<file path="src/rtl/lamp_fpu_div_norm_round_pkg.sv">
// lampFPU_pkg: bfloat16 widths, bias, special-class and FSM enums shared by
// the divider post-processing stage.
package lampFPU_pkg;

    localparam int LAMP_FLOAT_E_DW   = 8;
    localparam int LAMP_FLOAT_F_DW   = 7;
    localparam int LAMP_FLOAT_E_BIAS = 127;
    localparam int LAMP_FLOAT_DW     = 1 + LAMP_FLOAT_E_DW + LAMP_FLOAT_F_DW;

    localparam logic [LAMP_FLOAT_DW-1:0]   LAMP_BF16_QNAN    = 16'h7FC0;
    localparam logic [LAMP_FLOAT_E_DW-1:0] LAMP_BF16_INF_EXP = 8'hFF;

    typedef enum logic [1:0] {
        DIV_SPEC_NONE = 2'b00,
        DIV_SPEC_ZERO = 2'b01,
        DIV_SPEC_INF  = 2'b10,
        DIV_SPEC_NAN  = 2'b11
    } lampDivSpecial_t;

    typedef enum logic [1:0] {
        IDLE = 2'd0,
        WAIT = 2'd1,
        NORM = 2'd2,
        HOLD = 2'd3
    } ssDivNR_t;

    // Packed result for an operand pair that bypasses the divider.
    // NaN is always the positive quiet NaN; the sign is dropped.
    function automatic logic [LAMP_FLOAT_DW-1:0] lamp_div_special_res(
        input lampDivSpecial_t cls,
        input logic            sign
    );
        logic [LAMP_FLOAT_DW-1:0] res;
        case (cls)
            DIV_SPEC_ZERO: res = {sign, {(LAMP_FLOAT_DW-1){1'b0}}};
            DIV_SPEC_INF:  res = {sign, LAMP_BF16_INF_EXP, {LAMP_FLOAT_F_DW{1'b0}}};
            DIV_SPEC_NAN:  res = LAMP_BF16_QNAN;
            default:       res = {LAMP_FLOAT_DW{1'b0}};
        endcase
        return res;
    endfunction

endpackage

</file>
<file path="src/rtl/lamp_fpu_div_norm_round_rnd_ne.sv">
// lamp_fpu_rnd_ne: round-to-nearest-even of an 8-bit normalized mantissa
// (hidden bit included). A carry out wraps the mantissa to 8'h80 so the
// caller only has to bump the exponent.
module lamp_fpu_rnd_ne
    import lampFPU_pkg::*;
(
    input  logic [LAMP_FLOAT_F_DW:0] mant_i,
    input  logic                     guard_i,
    input  logic                     sticky_i,
    output logic [LAMP_FLOAT_F_DW:0] mant_o,
    output logic                     carry_o
);

    logic                       inc;
    logic [LAMP_FLOAT_F_DW+1:0] sum;

    // Ties go to the even mantissa: increment only when above half, or at
    // exactly half with an odd lsb.
    always_comb begin
        inc     = guard_i & (sticky_i | mant_i[0]);
        sum     = {1'b0, mant_i} + {{(LAMP_FLOAT_F_DW+1){1'b0}}, inc};
        carry_o = sum[LAMP_FLOAT_F_DW+1];
        mant_o  = carry_o ? {1'b1, {LAMP_FLOAT_F_DW{1'b0}}} : sum[LAMP_FLOAT_F_DW:0];
    end

endmodule

</file>
<file path="src/rtl/lamp_fpu_div_norm_round.sv">
// lamp_fpu_div_norm_round: normalizes, RNE-rounds, range-checks and packs
// the Goldschmidt divider's Q2.14 quotient into bfloat16, holding the result
// behind a valid/ready handshake.
// Optional: define LAMP_FPU_DIV_FLAGS_EN to add flags_o
// {invalid, overflow, underflow, inexact}.
//
// state | meaning
// IDLE  | waiting for doDiv_i; res_o keeps its last value
// WAIT  | operands captured, waiting for the divider quotient
// NORM  | normalized mantissa registered; round, range check, pack
// HOLD  | res_o valid, waiting for ready_i
module lamp_fpu_div_norm_round
    import lampFPU_pkg::*;
(
    input  logic                       clk,
    input  logic                       rst,
    input  logic                       doDiv_i,
    input  logic                       sign_i,
    input  logic [LAMP_FLOAT_E_DW-1:0] expA_i,
    input  logic [LAMP_FLOAT_E_DW-1:0] expB_i,
    input  logic [1:0]                 special_i,
    input  logic [15:0]                quot_i,
    input  logic                       quotValid_i,
    input  logic                       ready_i,
    output logic [LAMP_FLOAT_DW-1:0]   res_o,
    output logic                       valid_o,
    output logic                       busy_o
`ifdef LAMP_FPU_DIV_FLAGS_EN
    ,
    output logic [3:0]                 flags_o
`endif
);

    localparam int EXP_W = LAMP_FLOAT_E_DW + 2;

    ssDivNR_t state_q, state_d;
    lampDivSpecial_t special_cls;

    logic                       sign_q;
    logic [LAMP_FLOAT_E_DW-1:0] exp_a_q, exp_b_q;
    logic signed [EXP_W-1:0]    exp_q;
    logic [LAMP_FLOAT_F_DW:0]   mant_q;
    logic                       guard_q, sticky_q;
    logic [LAMP_FLOAT_DW-1:0]   res_q;

    logic signed [EXP_W-1:0]    exp_diff, exp_n, exp_rnd;
    logic [LAMP_FLOAT_F_DW:0]   mant_n, mant_rnd;
    logic                       guard_n, sticky_n, carry;
    logic                       ovf, unf;
    logic [LAMP_FLOAT_DW-1:0]   res_norm;
    logic                       unused_bits;

`ifdef LAMP_FPU_DIV_FLAGS_EN
    logic [3:0] flags_q;
`endif

    assign special_cls = lampDivSpecial_t'(special_i);
    // quot_i[15] is never set for a quotient in (0.5, 2).
    assign unused_bits = ^{quot_i[15], mant_rnd[LAMP_FLOAT_F_DW]};

    // State register.
    always_ff @(posedge clk) begin
        if (rst) state_q <= IDLE;
        else     state_q <= state_d;
    end

    // Next-state logic.
    always_comb begin
        state_d = state_q;
        case (state_q)
            IDLE: if (doDiv_i) state_d = (special_cls == DIV_SPEC_NONE) ? WAIT : HOLD;
            WAIT: if (quotValid_i) state_d = NORM;
            NORM: state_d = HOLD;
            HOLD: if (ready_i) state_d = IDLE;
            default: state_d = IDLE;
        endcase
    end

    // Exponent difference and one-bit normalization of the raw quotient.
    always_comb begin
        exp_diff = $signed({2'b00, exp_a_q}) - $signed({2'b00, exp_b_q})
                   + EXP_W'(LAMP_FLOAT_E_BIAS);
        if (quot_i[14]) begin
            mant_n   = quot_i[14:7];
            guard_n  = quot_i[6];
            sticky_n = |quot_i[5:0];
            exp_n    = exp_diff;
        end else begin
            mant_n   = quot_i[13:6];
            guard_n  = quot_i[5];
            sticky_n = |quot_i[4:0];
            exp_n    = exp_diff - 10'sd1;
        end
    end

    lamp_fpu_rnd_ne u_rnd (
        .mant_i   (mant_q),
        .guard_i  (guard_q),
        .sticky_i (sticky_q),
        .mant_o   (mant_rnd),
        .carry_o  (carry)
    );

    // Range check on the post-rounding exponent and final packing.
    always_comb begin
        exp_rnd = carry ? exp_q + 10'sd1 : exp_q;
        ovf     = (exp_rnd >= 10'sd255);
        unf     = (exp_rnd <= 10'sd0);
        if (ovf)
            res_norm = {sign_q, LAMP_BF16_INF_EXP, {LAMP_FLOAT_F_DW{1'b0}}};
        else if (unf)
            res_norm = {sign_q, {(LAMP_FLOAT_DW-1){1'b0}}};
        else
            res_norm = {sign_q, exp_rnd[LAMP_FLOAT_E_DW-1:0], mant_rnd[LAMP_FLOAT_F_DW-1:0]};
    end

    // Operand capture, normalized-quotient register and result register.
    always_ff @(posedge clk) begin
        if (rst) begin
            sign_q   <= 1'b0;
            exp_a_q  <= '0;
            exp_b_q  <= '0;
            exp_q    <= '0;
            mant_q   <= '0;
            guard_q  <= 1'b0;
            sticky_q <= 1'b0;
            res_q    <= '0;
`ifdef LAMP_FPU_DIV_FLAGS_EN
            flags_q  <= 4'b0;
`endif
        end else begin
            case (state_q)
                IDLE: begin
                    if (doDiv_i) begin
                        sign_q  <= sign_i;
                        exp_a_q <= expA_i;
                        exp_b_q <= expB_i;
                        if (special_cls != DIV_SPEC_NONE) begin
                            res_q <= lamp_div_special_res(special_cls, sign_i);
`ifdef LAMP_FPU_DIV_FLAGS_EN
                            flags_q <= {special_cls == DIV_SPEC_NAN, 3'b000};
`endif
                        end
                    end
                end
                WAIT: begin
                    if (quotValid_i) begin
                        exp_q    <= exp_n;
                        mant_q   <= mant_n;
                        guard_q  <= guard_n;
                        sticky_q <= sticky_n;
                    end
                end
                NORM: begin
                    res_q <= res_norm;
`ifdef LAMP_FPU_DIV_FLAGS_EN
                    flags_q <= {1'b0, ovf, unf & ~ovf, guard_q | sticky_q | ovf | unf};
`endif
                end
                default: ;
            endcase
        end
    end

    assign res_o   = res_q;
    assign valid_o = (state_q == HOLD);
    assign busy_o  = (state_q != IDLE);
`ifdef LAMP_FPU_DIV_FLAGS_EN
    assign flags_o = flags_q;
`endif

endmodule
</file>
<file path="config.mk">
export PLATFORM = sky130hd
export DESIGN_NAME = lamp_fpu_div_norm_round
export DESIGN_NICKNAME = d
export VERILOG_FILES = /design/src/rtl/lamp_fpu_div_norm_round_pkg.sv /design/src/rtl/lamp_fpu_div_norm_round_rnd_ne.sv /design/src/rtl/lamp_fpu_div_norm_round.sv
export SDC_FILE = /design/constraint.sdc
export NUM_CORES = 1
export LEC_CHECK = 0
export BUFFER_PORTS_ARGS = -buffer_cell sky130_fd_sc_hd__buf_2
export CORE_MARGIN = 1.5
export CORE_UTILIZATION = 40
export DETAILED_ROUTE_END_ITERATION = 6
export PLACE_DENSITY_LB_ADDON = 0.12
export SYNTH_ARGS = -nofsm -noshare
export SYNTH_HDL_FRONTEND = slang
export SYNTH_SLANG_ARGS = --single-unit
</file>
<file path="constraint.sdc">
create_clock -name clk -period 3.4 [get_ports clk]
set_input_delay 0.34 -clock clk [delete_from_list [all_inputs] [get_ports clk]]
set_output_delay 0.34 -clock clk [all_outputs]
set_load 0.005 [all_outputs]
</file>
---- After elaboration in Yosys (flattened, before gate mapping) ----
Index checks and enable logic that the tools add are counted.
word-level totals
  logic and storage cells ................. 56
  flip-flop bits (word level) ............. 55
  output and inout bits ................... 18
operators by class
  muxes and demuxes ....................... 17
  $add $sub $neg .......................... 5
  reduce and logical (&&, ||, !) cells .... 11
  bitwise logic cells ..................... 2
  order comparisons ....................... 2
  eq/ne operators ......................... 10
operator list
  kind                                                                                  count
  16-bit one-hot mux with 3 select lines                                                1
  16-bit 2-to-1 mux                                                                     2
  16-bit one-hot mux with 2 select lines                                                1
  15-bit 2-to-1 mux                                                                     2
  10-bit 2-to-1 mux                                                                     2
  10-bit by 2-bit adder with 10-bit output, second input constant                       1
  9-bit by 8-bit adder with 10-bit output, second input constant                        1
  10-bit by 9-bit greater-or-equal comparator with 1-bit output, second input constant  1
  10-bit by 1-bit less-or-equal comparator with 1-bit output, second input constant     1
  10-bit by 2-bit subtractor with 10-bit output, second input constant                  1
  8-bit by 1-bit adder with 9-bit output                                                1
  8-bit by 8-bit subtractor with 9-bit output                                           1
  2-bit equality test, second input constant                                            4
  2-bit 2-to-1 mux                                                                      4
  8-bit 2-to-1 mux                                                                      1
  2-bit != test, second input constant                                                  4
  2-bit one-hot mux with 4 select lines                                                 1
  7-bit 2-to-1 mux                                                                      1
  3-bit AND reduction                                                                   2
  2-bit nonzero test                                                                    3
  6-bit OR reduction                                                                    1
  5-bit OR reduction                                                                    1
  2-bit by 1-bit equality test with 1-bit output, second input constant                 2
  2-bit logical NOT                                                                     2
  4 further kinds                                                                       6

---- Logic depth before layout (Yosys ltp) ----
  word-level depth ........................ 8
  mapped depth ............................ 13
  mapped depth without buffers ............ 13

---- Modules after synthesis ----
A second synthesis with hierarchy kept.
unflattened totals
  cells, all modules ...................... 428
  area total of the unflattened synthesis .. 3403.3 um^2
modules (own cells, without submodules)
  module                   cells an instance  sequential area each (um^2)  area each (um^2)  instances
  lamp_fpu_div_norm_round  404                1101.1                       3223.1            1
  lamp_fpu_rnd_ne          24                 0.0                          180.2             1

---- Worst setup path before layout ----
Ideal clock, no wire load.
  path kind ............................... reg2reg
  from .................................... register mant_q[0]
  to ...................................... register res_q[3] (netlist: res_o[3])
  stages on the path, launching flop included .. 13
  arrival time ............................ 2.671 ns
  data required time ...................... 3.299 ns
  setup time .............................. 0.101 ns
  slack ................................... 0.628 ns
  path buffers ............................ 1
  clock period less this slack ............ 2.772 ns
  cell sequence ........................... dfxtp_1 o21a_1 ha_1 ha_1 nand3_4 nor4_4 nand4_1 xor2_1 and3_1 inv_1 a311o_1 buf_6 o41ai_1
between the ends
  longest elaborated chain between the ends .. 8
RTL lines
  element                                                     line                                  source
  start: declaration                                          lamp_fpu_div_norm_round.sv:42         logic [LAMP_FLOAT_F_DW:0] mant_q;
  start signal: assignment                                    lamp_fpu_div_norm_round.sv:149        mant_q <= mant_n;
  1-bit bitwise OR                                            lamp_fpu_div_norm_round_rnd_ne.sv:20  inc = guard_i & (sticky_i | mant_i[0]);
  1-bit bitwise AND                                           lamp_fpu_div_norm_round_rnd_ne.sv:20
  8-bit by 1-bit adder with 9-bit output (*)                  lamp_fpu_div_norm_round_rnd_ne.sv:21  sum = {1'b0, mant_i} + {{(LAMP_FLOAT_F_DW+1){1'b0}}, inc};
  10-bit 2-to-1 mux                                           lamp_fpu_div_norm_round.sv:106        exp_rnd = carry ? exp_q + 10'sd1 : exp_q;
  10-bit by 1-bit less-or-equal comparator with 1-bit output  lamp_fpu_div_norm_round.sv:108        unf = (exp_rnd <= 10'sd0);
  15-bit 2-to-1 mux                                           lamp_fpu_div_norm_round.sv:111        else if (unf)
  15-bit 2-to-1 mux (*)                                       lamp_fpu_div_norm_round.sv:109        if (ovf)
  16-bit one-hot mux with 2 select lines (*)                  lamp_fpu_div_norm_round.sv:132        case (state_q)
  end signal: assignment                                      lamp_fpu_div_norm_round.sv:139        res_q <= lamp_div_special_res(special_cls, sign_i);
  end signal: assignment                                      lamp_fpu_div_norm_round.sv:155        res_q <= res_norm;
  end: declaration                                            lamp_fpu_div_norm_round.sv:44         logic [LAMP_FLOAT_DW-1:0] res_q;
Every way passes the cells marked *; elsewhere a longest branch is shown, timed or not.
A chain may end at the register's enable or synchronous reset.

---- Worst setup path in the final report ----
Same ends and word-level chain as after synthesis.

==> flow_metrics.py <==
metrics = {
    "sta": {
        "setup_tns_ns": 0,
        "maxSlewViolCount": 0,
        "grt_setup_unrepaired": "false",
        "slew-limit-headroom_pct": 29.5,
        "finClkSkew_ns": 0.00861,
        "period_minus_slack_ns": 3.03,
        "setup-violations-final": 0,
        "fin_crit_sh_pct": 89.0,
        "fmax_ghz": 0.330,
        "hold_viol_final": 0,
        "worst_pin_slew_ns": 1.06,
    },
    "place": {
        "place_congestion": 0.813,
        "hpwl_um": 5680,
        "port_buffers": 56,
    },
    "power": {
        "p_leak_nw": 1.58,
        "powerDensity_nw_per_um2": 748,
        "vdd_drop_max_uv": 327,
    },
    "yosys": {
        "synth_warnings": 0,
        "syn-num-nets": 477,
        "synth-main-ff-cell": "dfxtp_1",
        "async_flop_share_pct": 0,
        "yosys-top-cells-area": "dfxtp_1 (32%), nand2_1 (7.8%), ha_1 (6.6%)",
        "ys_seq_elements": 55,
        "ys_seq_area_share_pct": 32.4,
        "yosys.area.top_type_share_pct": 32.4,
        "avgSynthCellArea_um2": 8.13,
        "yosysMostFrequentCell": "nand2_1",
        "synth_edf_count": 0,
        "synth_cell_types": 60,
        "netlist_area_um2": 3400,
        "synth_area_leader_cell": "dfxtp_1",
        "synth.top_cells.by_count": "nand2_1 (71), dfxtp_1 (55), a21oi_1 (38), nor2_1 (33), ha_1 (18)",
        "synth_cells": 418,
    },
    "clocking": {
        "cts_setup_buffers": 0,
        "cts.sinks": 55,
        "path_clk_slew_ns": 0.10,
        "htreeDepth": 2,
        "cts_made_buffers": 5,
        "clock_latency_ns": 0.31,
        "clockBufferDepth": 2,
        "cts_root_buf": "clkbuf_8",
        "cts_tree": "built",
    },
    "worst_setup_path": {
        "reg2reg_depth": 11,
        "worst-setup-path-type": "reg -> reg",
        "cp_max_fo": 10,
        "reg2reg_to": "res_o[3]$_SDFFE_PP0P_",
        "crit_required_ns": 3.62,
        "cp-end-kind": "flip-flop",
        "cp.arrival_ns": 3.24,
        "r2r_start": "mant_q[0]$_SDFFE_PP0P_",
        "start_kind": "flip-flop",
        "r2r_setup_slack_ns": 0.37,
    },
    "finish": {
        "fill_cells": 869,
        "fin_nets": 528,
        "layout-drive-gt1-share_pct": 17.7,
        "antenna_cells": 0,
        "syn_to_final_growth_pct": 14.4,
        "fin_util_pct": 47.3,
    },
    "die": {
        "die_h_um": 95.2,
        "row_count": 33,
        "die_area_um2": 9050,
        "start_util_pct": 41.3,
        "die_width_um": 95.2,
        "core_area_um2": 8220,
        "ios": 58,
    },
    "global_routing": {
        "grt_remaining_overflow": 0,
        "grt_pass1_wl_um": 12500,
        "grt_start_max_net_pins": 47,
        "antenna_found_initial": 0,
        "first_global_vias": 2685,
        "grt_usage_pct": 17.1,
    },
    "min_path": {
        "worstHoldPathCells": 2,
        "hp-class": "in -> reg",
        "hold_end": "res_o[11]$_SDFFE_PP0P_",
        "worstHoldStart": "rst",
    },
    "status": {
        "status": "finished clean",
    },
    "route": {
        "drt-pass1-iter-count": 4,
        "drc": 0,
        "drtAntennaViolNets": 0,
        "vias": 3041,
        "wirelength_um": 7450,
        "wire_per_inst_um": 13.0,
        "drt_iter0_markers": 65,
        "routed_via_density": 5.29,
    },
    "flow_run": {
        "max_cap_violations": 0,
    },
}
[kinds of logic after synthesis]
| kind of cell | Yosys count | synth area share [%] |
|---|---|---|
| buffers and inverters | 35 | 4.12 |
| xor gates and xnor gates | 32 | 8.25 |
| and+or+nand+nor | 160 | 23.1 |
| DFF | 55 | 32.4 |
| adders and majority gates | 19 | 7.22 |
| muxes | 11 | 3.28 |
| AOI/OAI and AO/OA | 106 | 21.7 |
[layout by cell type, fill, tap and decap left out, types with 3 or more instances in the layout]
cell type and count:
xnor2_1 16, o31ai_1 4, nand2_1 71, o211ai_1 4
nor2_1 33, or3_1 3, nor2b_1 7, buf_2 56
and2_1 3, a211oi_1 17, buf_4 6, and3_1 3
nor3_1 11, clkbuf_8 7, a21o_1 3, o21a_1 4
inv_1 17, dfxtp_1 55, o21ai_0 8, nand3b_1 3
xor2_1 16, a31oi_1 5, a21oi_1 38, mux2i_1 10
nand3_1 6, nand4_1 4, ha_1 18
[flip-flops by register name, indices dropped and copies added (netlist names)]
name and flops:
res_o 16, exp_q 10, exp_a_q 8, exp_b_q 8
mant_q 8, state_q 2, guard_q 1, sign_q 1
sticky_q 1
[critical path, stage by stage, from the launching register on]
cell     delay, ns
dfxtp_1       0.37
o21a_1        0.13
ha_1          0.19
ha_1          0.25
nand3_4       0.15
nor4_4        0.33
nand4_1       0.14
xor2_1        0.20
and3_1        0.27
inv_1         0.09
a311o_1       0.47
o41ai_1       0.34
[metal layers]
metal  global-route usage [%]  wire (µm)
met1                     24.2       3920
met2                     27.1       3280
met3                     2.71        196
met4                     3.36         59
met5                        0          0
[report_power, final]
part / internal (W) / switching [W] / leakage (nW) / total, W
sequential: 0.000783 / 0.000136 / 0.449 / 0.000920
combinational: 0.000676 / 0.000909 / 1.08 / 0.00159
clock: 0.000186 / 0.000216 / 0.0505 / 0.000402
[through the flow]
stage	hold slack (ns)	setup WS, ns	instances	instance area [µm²]	power (W)
3_5_place_dp	0.441	0.361	567	3780	0.00251
4_1_cts	0.232	0.345	575	3880	0.00292
6_report	0.243	0.374	575	3890	0.00291
3_3_place_gp	0.435	0.438	567	3780	0.00249
5_1_grt	0.242	0.103	575	3890	0.00320
2_1_floorplan	0.436	0.628	418	3400	0.00214
[worst max path at each step]
stage | start | endpoint | slack (ns) | depth (start not counted)
after CTS | mant_q[0]$_SDFFE_PP0P_ | res_o[3]$_SDFFE_PP0P_ | 0.35 | 11
after detailed placement | mant_q[0]$_SDFFE_PP0P_ | res_o[3]$_SDFFE_PP0P_ | 0.36 | 11
after global placement | exp_a_q[0]$_SDFFE_PP0P_ | exp_q[9]$_SDFFE_PP0P_ | 0.44 | 12
after global routing | exp_a_q[0]$_SDFFE_PP0P_ | exp_q[8]$_SDFFE_PP0P_ | 0.10 | 12
after floorplan | mant_q[0]$_SDFFE_PP0P_ | res_o[3]$_SDFFE_PP0P_ | 0.63 | 12
final | mant_q[0]$_SDFFE_PP0P_ | res_o[3]$_SDFFE_PP0P_ | 0.37 | 11
[final cells by class]
type | count | area, µm² | area share, %
Sequential cell | 55 | 1100 | 28.3
Timing Repair Buffer | 62 | 325 | 8.37
Inverter | 17 | 63.8 | 1.64
Multi-Input combinational cell | 328 | 2160 | 55.6
Clock inverter | 1 | 7.51 | 0.193
Clock buffer | 7 | 96.3 | 2.48
Tap cell | 105 | 131 | 3.38
[timing repair]
item,4_1_cts,5_1_grt
endpoints found under the hold margin,0,0
endpoints found under the setup margin,0,2
hold buffers,0,0
resized for setup,0,1
Power figures use the tool's default switching activity.
